--- src/rtl/present_pkg.sv ---
// Shared constants, types and reference vectors for the PRESENT-80 encryptor.
package present_pkg;

  localparam int ROUNDS  = 31;
  localparam int BLOCK_W = 64;
  localparam int KEY_W   = 80;
  localparam int RND_W   = 5;

  localparam logic [RND_W-1:0] LAST_RND = RND_W'(ROUNDS);

  typedef enum logic {
    ST_IDLE = 1'b0,
    ST_RUN  = 1'b1
  } fsm_e;

  // P-layer: bit i of the S-layer output lands on bit p_pos(i) of the next state.
  function automatic int p_pos(input int i);
    return (i == BLOCK_W - 1) ? i : (i * 16) % (BLOCK_W - 1);
  endfunction

  typedef struct packed {
    logic [BLOCK_W-1:0] pt;
    logic [KEY_W-1:0]   key;
    logic [BLOCK_W-1:0] ct;
  } test_vec_t;

  localparam test_vec_t TEST_VEC [4] = '{
    '{pt: 64'h0000000000000000, key: 80'h00000000000000000000, ct: 64'h5579C1387B228445},
    '{pt: 64'h0000000000000000, key: 80'hFFFFFFFFFFFFFFFFFFFF, ct: 64'hE72C46C0F5945049},
    '{pt: 64'hFFFFFFFFFFFFFFFF, key: 80'h00000000000000000000, ct: 64'hA112FFC72F68417B},
    '{pt: 64'hFFFFFFFFFFFFFFFF, key: 80'hFFFFFFFFFFFFFFFFFFFF, ct: 64'h3333DCD3213210D2}
  };

endpackage

--- src/rtl/present_enc_if.sv ---
// Request/result bundle between a block requester (master) and present_enc (slave).
interface present_enc_if;
  import present_pkg::*;

  logic               start;
  logic [BLOCK_W-1:0] plaintext;
  logic [KEY_W-1:0]   key;
  logic               busy;
  logic               done;
  logic [BLOCK_W-1:0] ciphertext;

  modport master (
    output start, plaintext, key,
    input  busy, done, ciphertext
  );

  modport slave (
    input  start, plaintext, key,
    output busy, done, ciphertext
  );

endinterface

--- src/rtl/present_enc_sbox.sv ---
// 4-bit PRESENT S-box; the nibble is read as a value with its MSB as the top bit.
module sbox (
  input  logic [3:0] x,
  output logic [3:0] y
);

  always_comb begin
    y = 4'h0;
    case (x)
      4'h0: y = 4'hC;
      4'h1: y = 4'h5;
      4'h2: y = 4'h6;
      4'h3: y = 4'hB;
      4'h4: y = 4'h9;
      4'h5: y = 4'h0;
      4'h6: y = 4'hA;
      4'h7: y = 4'hD;
      4'h8: y = 4'h3;
      4'h9: y = 4'hE;
      4'hA: y = 4'hF;
      4'hB: y = 4'h8;
      4'hC: y = 4'h4;
      4'hD: y = 4'h7;
      4'hE: y = 4'h1;
      4'hF: y = 4'h2;
    endcase
  end

endmodule

--- src/rtl/present_enc.sv ---
// Iterative PRESENT-80 encryptor: one round per clock, 31 rounds plus final whitening.
module present_enc
  import present_pkg::*;
(
  input  logic         clk,
  input  logic         rst,
  present_enc_if.slave bus
);

  fsm_e               fsm_q;
  fsm_e               fsm_d;
  logic [BLOCK_W-1:0] state_q;
  logic [KEY_W-1:0]   keyreg_q;
  logic [RND_W-1:0]   rnd_q;
  logic               done_q;
  logic [BLOCK_W-1:0] ct_q;

  logic [BLOCK_W-1:0] add_key;
  logic [BLOCK_W-1:0] sbox_out;
  logic [BLOCK_W-1:0] state_nxt;
  logic [KEY_W-1:0]   key_rot;
  logic [KEY_W-1:0]   key_nxt;
  logic [3:0]         key_nib;

  logic               busy;
  logic               load;
  logic               last;

  // ---------------- round datapath (purely combinational) ----------------
  assign add_key = state_q ^ keyreg_q[KEY_W-1:KEY_W-BLOCK_W];

  for (genvar i = 0; i < BLOCK_W / 4; i++) begin : g_sbox
    sbox u_sbox (
      .x (add_key[4*i+3:4*i]),
      .y (sbox_out[4*i+3:4*i])
    );
  end

  for (genvar i = 0; i < BLOCK_W; i++) begin : g_player
    assign state_nxt[p_pos(i)] = sbox_out[i];
  end

  // Rotating left by 61 is the same as rotating right by 19.
  assign key_rot = {keyreg_q[18:0], keyreg_q[KEY_W-1:19]};

  sbox u_key_sbox (
    .x (key_rot[79:76]),
    .y (key_nib)
  );

  always_comb begin
    // NOTE: every always_comb output gets a full default first so no path leaves it unassigned (no latch).
    key_nxt         = key_rot;
    key_nxt[79:76]  = key_nib;
    key_nxt[19:15]  = key_rot[19:15] ^ rnd_q;
  end

  // ---------------- control FSM ----------------
  always_ff @(posedge clk or posedge rst) begin
    if (rst) begin
      fsm_q <= ST_IDLE;
    end else begin
      fsm_q <= fsm_d;
    end
  end

  always_comb begin
    fsm_d = fsm_q;
    case (fsm_q)
      ST_IDLE: if (bus.start)         fsm_d = ST_RUN;
      ST_RUN:  if (rnd_q == LAST_RND) fsm_d = ST_IDLE;
      default: fsm_d = ST_IDLE;
    endcase
  end

  always_comb begin
    busy = 1'b0;
    load = 1'b0;
    last = 1'b0;
    case (fsm_q)
      ST_IDLE: load = bus.start;
      ST_RUN: begin
        busy = 1'b1;
        last = (rnd_q == LAST_RND);
      end
      default: ;
    endcase
  end

  // ---------------- cipher state, key register, result ----------------
  always_ff @(posedge clk or posedge rst) begin
    if (rst) begin
      state_q  <= '0;
      keyreg_q <= '0;
      rnd_q    <= '0;
      done_q   <= 1'b0;
      ct_q     <= '0;
    end else begin
      // NOTE: registered state uses non-blocking assignment so every flop sees pre-edge values.
      done_q <= 1'b0;
      if (load) begin
        state_q  <= bus.plaintext;
        keyreg_q <= bus.key;
        rnd_q    <= RND_W'(1);
      end else if (busy) begin
        state_q  <= state_nxt;
        keyreg_q <= key_nxt;
        rnd_q    <= last ? '0 : rnd_q + RND_W'(1);
        if (last) begin
          ct_q   <= state_nxt ^ key_nxt[KEY_W-1:KEY_W-BLOCK_W];
          done_q <= 1'b1;
        end
      end
    end
  end

  assign bus.busy       = busy;
  assign bus.done       = done_q;
  assign bus.ciphertext = ct_q;

endmodule

--- src/flat_wrapper.sv ---
// flat-port wrapper written by rule: the top's interface ports become plain ports
module present_enc_flat import present_pkg::*;
  (clk, rst, bus_start, bus_plaintext, bus_key, bus_busy, bus_done, bus_ciphertext);
  present_enc_if bus_i ();
  input  logic clk;
  input  logic rst;
  input wire logic [$bits(bus_i.start)-1:0] bus_start;
  input wire logic [$bits(bus_i.plaintext)-1:0] bus_plaintext;
  input wire logic [$bits(bus_i.key)-1:0] bus_key;
  output wire logic [$bits(bus_i.busy)-1:0] bus_busy;
  output wire logic [$bits(bus_i.done)-1:0] bus_done;
  output wire logic [$bits(bus_i.ciphertext)-1:0] bus_ciphertext;
  assign bus_i.start = bus_start;
  assign bus_i.plaintext = bus_plaintext;
  assign bus_i.key = bus_key;
  assign bus_busy = bus_i.busy;
  assign bus_done = bus_i.done;
  assign bus_ciphertext = bus_i.ciphertext;
  present_enc u_core (.clk(clk), .rst(rst), .bus(bus_i));
endmodule
--- config.mk ---
export PLATFORM = sky130hd
export DESIGN_NAME = present_enc_flat
export DESIGN_NICKNAME = d
export VERILOG_FILES = /design/src/rtl/present_pkg.sv /design/src/rtl/present_enc_if.sv /design/src/rtl/present_enc_sbox.sv /design/src/rtl/present_enc.sv /design/src/flat_wrapper.sv
export SDC_FILE = /design/constraint.sdc
export NUM_CORES = 1
export LEC_CHECK = 0
export CAP_MARGIN = 0
export CORE_UTILIZATION = 45
export DETAILED_ROUTE_END_ITERATION = 10
export GPL_TIMING_DRIVEN = 0
export PLACE_DENSITY = 0.76
export SYNTH_ARGS = -nofsm -noshare
export SYNTH_HDL_FRONTEND = slang
export SYNTH_SLANG_ARGS = --single-unit
--- constraint.sdc ---
create_clock -name clk -period 9.6 [get_ports clk]
set_input_delay 1.44 -clock clk [delete_from_list [all_inputs] [get_ports clk]]
set_output_delay 1.44 -clock clk [all_outputs]
set_load 0.03 [all_outputs]
==> results.json, run 1 <==
{
  "hold_end": "u_core.bus.ciphertext[38]$_DFFE_PP0P_",
  "status": "complete, no violations",
  "diodes": 0,
  "met1_usage_pct": 39.9,
  "drv_cap": 0,
  "syn_avg_cell_area_sq_um": 10.2,
  "worst_path_max_delay_cell": "clkdlybuf4s50_1",
  "core_sq_um": 28900,
  "crit_chain": "clkdlybuf4s50_1",
  "period_share_pct": 32.5,
  "synth_edf_count": 0,
  "regArea_sq_um": 5380,
  "cpLargestDelayFamily": "buffers and inverters",
  "rows": 62,
  "final-setup-viol-count": 0,
  "grt_util_met3_pct": 5.68,
  "drt-pass1-iter-count": 5,
  "rr_endpoint": "u_core.bus.ciphertext[6]$_DFFE_PP0P_",
  "num_vias": 11200,
  "drive_above_1_share_pct": 5.68,
  "fin_skew_ns": 0.0245,
  "met2_usage_pct": 47.5,
  "cts_htree_levels": 1,
  "grtUsageTotal_pct": 30.0,
  "final_cell_mix": "dfrtp_1 (215), clkdlybuf4s50_1 (211), nand2_1 (163), o21ai_0 (160), mux2i_1 (126)",
  "synth_xor_area_share_pct": 9.36,
  "synth.area.top_cells": "dfrtp_1 (41%), ha_1 (9.7%), mux2i_1 (9.5%), o21ai_0 (6.0%), xnor2_1 (4.8%)",
  "worstSetupPathType": "register to primary output",
  "cp_num_buf_inv": 1,
  "netlist_area_sq_um": 13300,
  "synth_simple_gate_area_share_pct": 8.24,
  "grt_pass1_wl_um": 67400,
  "chipHeight_um": 174,
  "clk_latency_ns": 0.55,
  "placed_cells": 1894,
  "antenna_found_initial": 0,
  "max_freq_mhz": 320,
  "cts_resized": 0,
  "worstPathRequired_ns": 8.16,
  "synth_top_cell_area_share_pct": 40.6,
  "hold_buffers": 0,
  "reg2reg_slack_ns": 6.49,
  "fin_cells": 1934,
  "finalCriticalPeriod_ns": 3.12,
  "whs_path_depth": 2,
  "rsz0062_at_grt": "no",
  "finalWirelength_um": 45200,
  "slew-limit-headroom_pct": 43.5,
  "synth_warnings": 0,
  "ys_seq_area_share_pct": 40.6,
  "reg2reg_depth": 9,
  "syn_nets": 1548,
  "cts-buffers-inserted": 24,
  "synthArstFlopShare_pct": 100,
  "postLayoutCoreUtil_pct": 57.8,
  "ys.flop_type": "dfrtp_1",
  "grt_overflow": 0,
  "cts_buffer_depth": 3,
  "slowest_delay_ns": 0.70,
  "hold_start": "u_core.bus.ciphertext[38]$_DFFE_PP0P_",
  "post_cts_buffers": 0,
  "initial_core_util_pct": 45.9,
  "clk_pin_slew_ns": 0.06,
  "synth_seq_cells": 215,
  "dieArea_sq_um": 30100,
  "gp_congestion": 0.950,
  "via_per_inst": 5.78,
  "syn2layout_area_growth_pct": 25.9,
  "io_pins": 213,
  "ys_types": 31,
  "rr_startpoint": "u_core.rnd_q[0]$_DFFE_PP0P_",
  "worst_pin_slew_ns": 0.847,
  "path_max_fanout": 2,
  "avgRoutedWirePerCell_um": 23.4,
  "cp-start-kind": "register",
  "synth_fa_ha_area_share_pct": 9.73,
  "drc": 0,
  "tritoncts": "built",
  "arrival_ns": 1.68,
  "end_kind": "primary output",
  "synth_compound_area_share_pct": 12.3,
  "io_buffers": 211,
  "hpwl_um": 35100,
  "ant_nets": 0,
  "tns_ns": 0,
  "holdCritPathClass": "register to register",
  "fp.dieW_um": 174,
  "synth_top_family_by_area": "multiplexers",
  "fillers": 2500,
  "multi_input_area_sq_um": 7290,
  "holdWs_ns": 0.479,
  "clock-root-buffer": "clkbuf_16",
  "synthMuxAreaShare_pct": 15.4,
  "drv_slew": 0,
  "drt_iter0_drc": 1074,
  "fin_nets": 1786,
  "hold_viol": 0,
  "synth_cells": 1298,
  "clock-sinks": 215,
  "grt_max_degree": 123,
  "busiest_layer": "met2",
  "grt_pass1_vias": 11000,
  "layout_commonest_cell": "dfrtp_1",
  "cp_num_cells": 1,
  "yosys.area.top_type": "dfrtp_1"
}
## routing by layer
metal,vias to the layer above,wire length [um]
met5,-,0
met4,0,2260
met2,589,20400
met1,5559,18400
li1,4915,-
met3,112,4050
## Yosys cell counts, types with 3 or more instances
| cell | number |
|---|---|
| nor3_1 | 10 |
| ha_1 | 103 |
| a21oi_1 | 63 |
| xor2_2 | 4 |
| buf_1 | 4 |
| clkbuf_1 | 52 |
| inv_1 | 78 |
| mux2i_1 | 126 |
| nand2b_1 | 4 |
| a22oi_1 | 6 |
| nor2_1 | 14 |
| a211oi_1 | 54 |
| nor2b_1 | 51 |
| buf_2 | 15 |
| o22ai_1 | 3 |
| mux4_1 | 12 |
| xor2_1 | 50 |
| dfrtp_1 | 215 |
| mux4_2 | 20 |
| xnor2_1 | 73 |
| nand2_1 | 163 |
| o21ai_0 | 160 |
| xnor2_2 | 6 |
## metrics by stage
step	cell area, sq um	setup slack [ns]
global route	16700	6.45
finish	16700	6.48
CTS	16700	6.51
detailed placement	15900	6.41
global placement	15800	-0.640
floorplan	13300	2.28
## sequential cells by signal, indices dropped and copies added, names as in the netlist
| register | cells |
|---|---|
| u_core.fsm_q | 1 |
| u_core.keyreg_q | 80 |
| u_core.bus.ciphertext | 64 |
| u_core.state_q | 64 |
| u_core.rnd_q | 5 |
| u_core.bus.done | 1 |
## worst max-delay path by stage
stage | startpoint | endpoint | slack, ns
final | u_core.bus.ciphertext[56]$_DFFE_PP0P_ | bus_ciphertext[56] | 6.48
after global routing | u_core.rnd_q[0]$_DFFE_PP0P_ | u_core.bus.ciphertext[1]$_DFFE_PP0P_ | 6.45
after CTS | u_core.bus.ciphertext[57]$_DFFE_PP0P_ | bus_ciphertext[57] | 6.51
after detailed placement | bus_start | u_core.keyreg_q[66]$_DFFE_PP0P_ | 6.41
after global placement | rst | u_core.bus.done$_DFF_PP0_ | -0.64
after floorplan | rst | u_core.bus.ciphertext[0]$_DFFE_PP0P_ | 2.28
## area by class of cell
class,count,share of cell area [%]
Buffer,71,1.71
Clock buffer,28,3.87
Clock inverter,12,0.923
Inverter,78,1.80
Multi-Input combinational cell,934,43.7
Sequential cell,215,32.3
Tap cell,384,2.88
Timing Repair Buffer,212,12.8
## logic make-up after synthesis
kind of cell / count (synthesis)
AOI/OAI and AO/OA: 292
and+or+nand+nor: 247
DFF: 215
muxes: 159
buffers and inverters: 149
xor gates and xnor gates: 133
adders and majority gates: 103
Power of run 1 is left out: the tool's default activity adds up to more than one toggle a clock period on the data nets, which glitch-free logic cannot reach.
==> inputs of run 2 (changes only) <==
Clock period 9.6 ns to 3 ns, I/O delays scaled along.
==> run 2 against run 1 <==
  * Die area unchanged
  * Setup slack worse by 6.2 ns
  * Clock skew down 0.014 ns
  * Global-route usage up 0.30 points
==> results.json, run 2 (synthesis gave the netlist of run 1 again) <==
{
  "clk_pin_slew_ns": 0.06,
  "gp_congestion": 0.951,
  "drv_slew": 0,
  "drc": 0,
  "regMostFlops": "u_core.keyreg_q",
  "clock-root-buffer": "clkbuf_16",
  "final-setup-viol-count": 0,
  "worstPathRequired_ns": 3.44,
  "clk_latency_ns": 0.54,
  "io_pins": 213,
  "hold_buffers": 0,
  "placed_cells": 1898,
  "drt-pass1-iter-count": 5,
  "max_freq_mhz": 362,
  "cp-start-kind": "register",
  "largest_register_ffs": 80,
  "drive_above_1_share_pct": 5.47,
  "worstSetupPathType": "register to register",
  "finalCriticalPeriod_ns": 2.76,
  "cts_buffer_depth": 3,
  "arrival_ns": 3.20,
  "fin_nets": 1790,
  "hold_viol": 0,
  "fp.dieW_um": 174,
  "layout_commonest_cell": "dfrtp_1",
  "dieArea_sq_um": 30100,
  "postLayoutCoreUtil_pct": 57.9,
  "worst_path_max_delay_cell": "clkbuf_1",
  "hpwl_um": 35300,
  "grt_pass1_vias": 11100,
  "fin_cells": 1939,
  "place_area_sq_um": 15900,
  "post_cts_buffers": 0,
  "initial_core_util_pct": 45.9,
  "grtUsageTotal_pct": 30.3,
  "slew-limit-headroom_pct": 45.8,
  "cts_htree_levels": 1,
  "grt_overflow": 0,
  "end_kind": "register",
  "drv_cap": 0,
  "grt_pass1_wl_um": 68000,
  "fin_skew_ns": 0.0109,
  "avgRoutedWirePerCell_um": 23.5,
  "chipHeight_um": 174,
  "cts_resized": 0,
  "status": "complete, no violations",
  "drt_iter0_drc": 1235,
  "syn2layout_area_growth_pct": 26.0,
  "slowest_delay_ns": 0.50,
  "fillers": 2497,
  "diodes": 0,
  "ant_nets": 0,
  "via_per_inst": 5.75,
  "crit_chain": "ha_1, and3_1, ha_1, nand2_1, clkbuf_1, buf_2, nand2_1, o21ai_0",
  "design_area_sq_um": 16700,
  "tns_ns": 0,
  "finalWirelength_um": 45600,
  "antenna_found_initial": 0,
  "io_buffers": 211,
  "grt_max_degree": 42,
  "num_vias": 11200,
  "path_max_fanout": 12,
  "final_cell_mix": "dfrtp_1 (215), clkdlybuf4s50_1 (211), nand2_1 (163), o21ai_0 (160), mux2i_1 (126)",
  "holdCritPathClass": "input pin to async pin",
  "rows": 62,
  "reg2reg_depth": 8,
  "core_sq_um": 28900,
  "period_share_pct": 92.0,
  "rsz0062_at_grt": "no",
  "worst_pin_slew_ns": 0.814,
  "cts-buffers-inserted": 25,
  "tritoncts": "built",
  "clock-sinks": 215
}
[run 2: cell count changes in the layout (fill, tap and decap cells not counted), moves of 3 or more]
cell	previous run	this run
clkinv_2	5	0
bufinv_16	3	0
clkbuf_1	53	61
clkbuf_8	3	6
buf_12	0	5
[run 2: stage by stage]
stage	hold slack (ns)	setup slack, ns
after floorplan	0.490	-0.248
after global placement	0.464	-2.02
after detailed placement	0.470	0.116
after CTS	0.375	0.0907
after global routing	0.411	0.107
final	0.363	0.241
[run 2: path summary, 6_finish.rpt]
kind | from | endpoint | slack [ns]
setup / recovery | u_core.rnd_q[0]$_DFFE_PP0P_ | u_core.bus.ciphertext[0]$_DFFE_PP0P_ | 0.24
hold / removal | rst | u_core.keyreg_q[41]$_DFFE_PP0P_ | 0.36
setup reg to reg | u_core.rnd_q[0]$_DFFE_PP0P_ | u_core.bus.ciphertext[0]$_DFFE_PP0P_ | 0.24
hold reg to reg | u_core.bus.ciphertext[30]$_DFFE_PP0P_ | u_core.bus.ciphertext[30]$_DFFE_PP0P_ | 0.48
min in group clk | bus_start | u_core.keyreg_q[17]$_DFFE_PP0P_ | 0.45
max in group asynchronous | rst | u_core.keyreg_q[67]$_DFFE_PP0P_ | 1.72
[run 2: layout make-up]
cell class	instances	area [sq um]	area share (%)
multi-input combinational	934	7290	43.7
sequential	215	5380	32.2
timing repair buffer	216	2210	13.2
clock buffer	41	746	4.47
tap	384	480	2.88
inverter	78	297	1.78
buffer	70	282	1.69
clock inverter	1	7.51	0.0450
[run 2: metal layers]
metal | vias up | global-route usage, % | wire [um]
met4 | 0 | 14.2 | 2410
met1 | 5520 | 40.8 | 18400
li1 | 4919 | - | -
met2 | 590 | 47.5 | 20500
met3 | 125 | 5.53 | 4190
met5 | - | 0 | 0
[run 2: critical path, delay by kind of cell, from the launching register on]
family / cells / cell delay [ns]
buf+inv: 2 / 0.92
simple gates: 3 / 0.74
fa+ha+maj: 2 / 0.46
flops: 1 / 0.43
compound gates: 1 / 0.09
Power of run 2 is left out for the same reason.
==> inputs of run 3 (changes only) <==
Settings changed: CORE_UTILIZATION 45 to 55, GPL_ROUTABILITY_DRIVEN set to 0, PLACE_DENSITY 0.76 to 0.89.
==> run 3 against run 2 <==
  * First-iteration DRC count up 15%
  * Worst hold slack worse by 0.11 ns
  * Global-route usage up 7.9 points
  * Clock skew down 0.0015 ns
  * Clock-buffer cell count down 8
  * Largest cell class unchanged
==> results.json, run 3 (synthesis gave the netlist of run 1 again) <==
{
  "hpwl_um": 34700,
  "grtUsageTotal_pct": 38.2,
  "antenna_found_initial": 0,
  "chipHeight_um": 157,
  "worst_pin_slew_ns": 0.937,
  "post_cts_buffers": 0,
  "io_pins": 213,
  "clk_pin_slew_ns": 0.06,
  "grt_max_degree": 43,
  "fin_skew_ns": 0.00940,
  "busiest_layer": "met2",
  "grt_overflow": 0,
  "drt-pass1-iter-count": 5,
  "crit_chain": "ha_1, and3_1, ha_1, nand2_1, clkbuf_1, buf_2, nand2_1, o21ai_0",
  "ant_nets": 0,
  "diodes": 0,
  "holdWs_ns": 0.248,
  "via_per_inst": 6.27,
  "core_sq_um": 23500,
  "slowest_delay_ns": 0.49,
  "final-setup-viol-count": 0,
  "syn2layout_area_growth_pct": 26.0,
  "tns_ns": 0,
  "rows": 56,
  "design_area_sq_um": 16700,
  "cts_buffer_depth": 3,
  "regMostFlops": "u_core.keyreg_q",
  "end_kind": "register",
  "worstPathRequired_ns": 3.44,
  "arrival_ns": 3.25,
  "grt_pass1_vias": 12000,
  "period_share_pct": 93.8,
  "status": "complete, no violations",
  "cts_htree_levels": 1,
  "clk_latency_ns": 0.54,
  "largest_register_ffs": 80,
  "slew-limit-headroom_pct": 37.5,
  "met1_usage_pct": 47.3,
  "drc": 0,
  "layout_commonest_cell": "dfrtp_1",
  "clock-root-buffer": "clkbuf_16",
  "finalCriticalPeriod_ns": 2.82,
  "final_cell_mix": "dfrtp_1 (215), clkdlybuf4s50_1 (211), nand2_1 (163), o21ai_0 (160), mux2i_1 (126)",
  "worst_path_max_delay_cell": "clkbuf_1",
  "cts-buffers-inserted": 25,
  "path_max_fanout": 12,
  "placed_cells": 1834,
  "fp.dieW_um": 157,
  "rsz0062_at_grt": "no",
  "cp-start-kind": "register",
  "num_vias": 11800,
  "io_buffers": 211,
  "clock-sinks": 215,
  "drv_cap": 0,
  "grt_util_met3_pct": 8.56,
  "holdCritPathClass": "input pin to async pin",
  "grt_pass1_wl_um": 69300,
  "met2_usage_pct": 59.0,
  "place_area_sq_um": 15900,
  "cts_resized": 0,
  "finalWirelength_um": 45900,
  "tritoncts": "built",
  "fin_cells": 1877,
  "initial_core_util_pct": 56.3,
  "drive_above_1_share_pct": 6.03,
  "drv_slew": 0,
  "max_freq_mhz": 355,
  "drt_iter0_drc": 1426,
  "fin_nets": 1791,
  "avgRoutedWirePerCell_um": 24.5,
  "worstSetupPathType": "register to register",
  "hold_buffers": 0,
  "dieArea_sq_um": 24700,
  "hold_viol": 0
}
==> run 3: cell types whose count changed in the layout (fill, tap and decap cells not counted), moves of 2 or more <==
| cell | delta |
|---|---|
| clkbuf_1 | -6 |
| bufinv_16 | +2 |
| clkbuf_8 | -2 |
| clkinv_2 | +6 |
==> run 3: path summary, 6_finish.rpt <==
path | startpoint | endpoint | slack [ns] | cells past startpoint
max | u_core.rnd_q[0]$_DFFE_PP0P_ | u_core.bus.ciphertext[3]$_DFFE_PP0P_ | 0.18 | 8
max reg2reg | u_core.rnd_q[0]$_DFFE_PP0P_ | u_core.bus.ciphertext[3]$_DFFE_PP0P_ | 0.18 | 8
min | rst | u_core.bus.ciphertext[37]$_DFFE_PP0P_ | 0.25 | 2
min in group clk | bus_start | u_core.keyreg_q[17]$_DFFE_PP0P_ | 0.45 | 4
min reg2reg | u_core.bus.ciphertext[44]$_DFFE_PP0P_ | u_core.bus.ciphertext[44]$_DFFE_PP0P_ | 0.48 | 2
max in group asynchronous | rst | u_core.state_q[49]$_DFFE_PP0P_ | 1.75 | 5
==> run 3: per-stage QoR <==
| stage | utilization, % | worst slack, ns |
|---|---|---|
| floorplan | - | -0.248 |
| global placement | 67.0 | -1.85 |
| detailed placement | 67.5 | 0.113 |
| CTS | 70.9 | 0.0751 |
| global route | 70.9 | 0.0510 |
| finish | 70.9 | 0.185 |
==> run 3: critical path: cells and delay by family, from the launching register on <==
kind            cells  cell delay (ns)
simple gates        3             0.77
flops               1             0.43
fa+ha+maj           2             0.48
buf+inv             2             0.92
compound gates      1             0.09
==> run 3: final cells by class <==
class,instances,area (sq um)
Multi-Input combinational cell,934,7290
Fill cell,1639,6850
Sequential cell,215,5380
Timing Repair Buffer,217,2230
Clock buffer,33,696
Tap cell,319,399
Inverter,78,297
Buffer,70,282
Clock inverter,11,115
==> run 3: metal layers <==
layer	share of wire (%)	wire, um
met1	35	16000
met2	45	20500
met3	12	5610
met4	8.2	3760
met5	0.15	69
Power of run 3 is left out for the same reason.
==> edit, RTL diff (config.mk and constraints of run 3) <==
The package constant `KEY_W` goes from 80 to 120.
--- a/src/rtl/present_pkg.sv
+++ b/src/rtl/present_pkg.sv
@@ -3,7 +3,7 @@
 
   localparam int ROUNDS  = 31;
   localparam int BLOCK_W = 64;
-  localparam int KEY_W   = 80;
+  localparam int KEY_W   = 120;
   localparam int RND_W   = 5;
 
   localparam logic [RND_W-1:0] LAST_RND = RND_W'(ROUNDS);
Ports: changed (resized bus_key); port bits go from 213 to 253. The function was not compared with the original's and may differ.
==> edit against run 3 <==
Worst setup slack got worse by 0.043 ns. Core utilization rose by 0.46 points. Area after synthesis rose by 16%. Final area rose by 16%. First-iteration DRC count rose by 42%. Sequential cell count rose by 40. Wire length rose by 19%. Highest routed layer unchanged.
Power is left out: the tool's default activity adds up to more than one toggle a clock period on the data nets, which glitch-free logic cannot reach.
==> edit: results (changes against run 3) <==
qor: yosys.post_synth_fa_ha_maj_area_fraction 8.472% [-1.3 points]
qor: route.vias 13918 [+18%]
qor: clock_tree.cts_made_buffers 28 [+12%]
qor: critical_path.r2r_start u_core.rnd_q[0]
qor: yosys.netlist_top_cells_area dfrtp_1, mux2i_1, ha_1
qor: yosys.synth_sequential_area_ratio 41.54% [+0.94 points]
qor: critical_path.r2r_setup_slack 0.14 ns [-0.04 ns]
qor: sta.worstMarginPinSlew 0.8963 ns [-0.04061 ns]
qor: yosys.synth_compound_gate_area_share 12.76% [+0.46 points]
qor: critical_path.r2r_end u_core.bus.ciphertext[49]
qor: final_layout.layoutNonFillerInstCount 2187 [+17%]
qor: yosys.synth_fp_nets 1798 [+16%]
qor: final_layout.layout.nets 2086 [+16%]
qor: final_layout.filler_cell_count 1871 [+14%]
qor: yosys.synthMuxAreaShare 16.19% [+0.78 points]
qor: sta.clock_skew 0.01216 ns [+0.002762 ns]
qor: critical_path.worst_path_largest_cell_delay 0.56 ns [+0.07 ns]
qor: outcome.status finished, final reports clean
qor: place.placement.io_buffers 251 [+19%]
qor: critical_path.cell_count_of_the_worst_reg_to_reg_path 9 [+1]
qor: global_route.grt_start_max_net_pins 44 [+2.3%]
qor: final_layout.layout-drive-gt1-share 7.107% [+1.1 points]
qor: global_route.antenna_violations_before_repair 1 [+1]
qor: final_layout.largest_register_ff_count 120 [+50%]
qor: yosys.post_synth_xor_area_fraction 7.568% [-1.8 points]
qor: global_route.grt_first_pass_wirelength 81.51 mm [+18%]
qor: place.place_worst_setup_slack 0.3363 ns [+0.2235 ns]
qor: route.drt_wl_total 54.68 mm [+19%]
qor: yosys.yosys-top-cells-count dfrtp_1, nand2_1, o21ai_0, mux2i_1, ha_1
qor: route.drtIter0Drc 2030 [+42%]
qor: critical_path.worst_path_max_delay_cell clkbuf_1
qor: yosys.synth_cells 1507 [+16%]
qor: critical_path.path_max_fanout 10 [-2]
qor: clock_tree.cts-root-buf clkbuf_16
qor: yosys.netlist-cell-type-count 40 [+29%]
qor: place.dp_hpwl 40.70 mm [+17%]
qor: critical_path.timing.critical_path.arrival 3.31 ns [+0.06 ns]
qor: route.drt_first_pass_iters 7 [+2]
qor: global_route.grt_use_total 38.37% [+0.14 points]
qor: clock_tree.insertion_delay 0.56 ns [+0.02 ns]
-- edit: cell count changes after synthesis, moves of 17 or more --
cell / change
xnor2_1: -22
mux2i_1: +44
dfrtp_1: +40
nand2_1: +56
a211o_1: +17
o21ai_0: +27
-- edit: layer usage --
layer  wire, µm  global-route usage (%)
met1      19060                   47.70
met2      23940                   58.82
met3       7556                   10.85
met4       4097                   24.99
met5         25                       0
-- edit: critical path, delay by kind of cell, from the launching register on --
kind	cells	cell delay, ns
buffers and inverters	3	1.11
and+or+nand+nor	3	0.48
adders and majority gates	2	0.44
DFF	1	0.46
AOI/OAI and AO/OA	1	0.25
-- edit: how the worst max path moves through the flow --
stage	end	slack, ns	depth (start not counted)
after floorplan	u_core.bus.ciphertext[0]	-0.81	1
after global placement	u_core.keyreg_q[41]	-2.69	2
after detailed placement	u_core.bus.ciphertext[49]	0.34	9
after CTS	u_core.bus.ciphertext[49]	0.29	9
after global routing	u_core.bus.ciphertext[7]	0.09	8
final	u_core.bus.ciphertext[49]	0.14	9
-- edit: final cells by class --
class                   count  area, µm²  share of cell area, %
multi-input cells        1083       8305                  42.83
plain buffers              84      354.1                  1.826
inverters                  85      322.8                  1.665
well taps                 372      465.4                  2.400
clock buffers              38      819.5                  4.226
repair buffers            258       2653                  13.68
flip-flops and latches    255       6381                  32.91
clock inverters            12      91.34                 0.4710
-- edit: per-stage QoR --
step | cell area (µm²) | util [%] | hold slack (ns)
floorplan | 15360 | - | 0.4523
detailed placement | 18480 | 68.01 | 0.4696
CTS | 19390 | 71.36 | 0.3159
finish | 19390 | 71.36 | 0.3021
global route | 19390 | 71.36 | 0.3477
global placement | 18340 | 67.49 | 0.4606
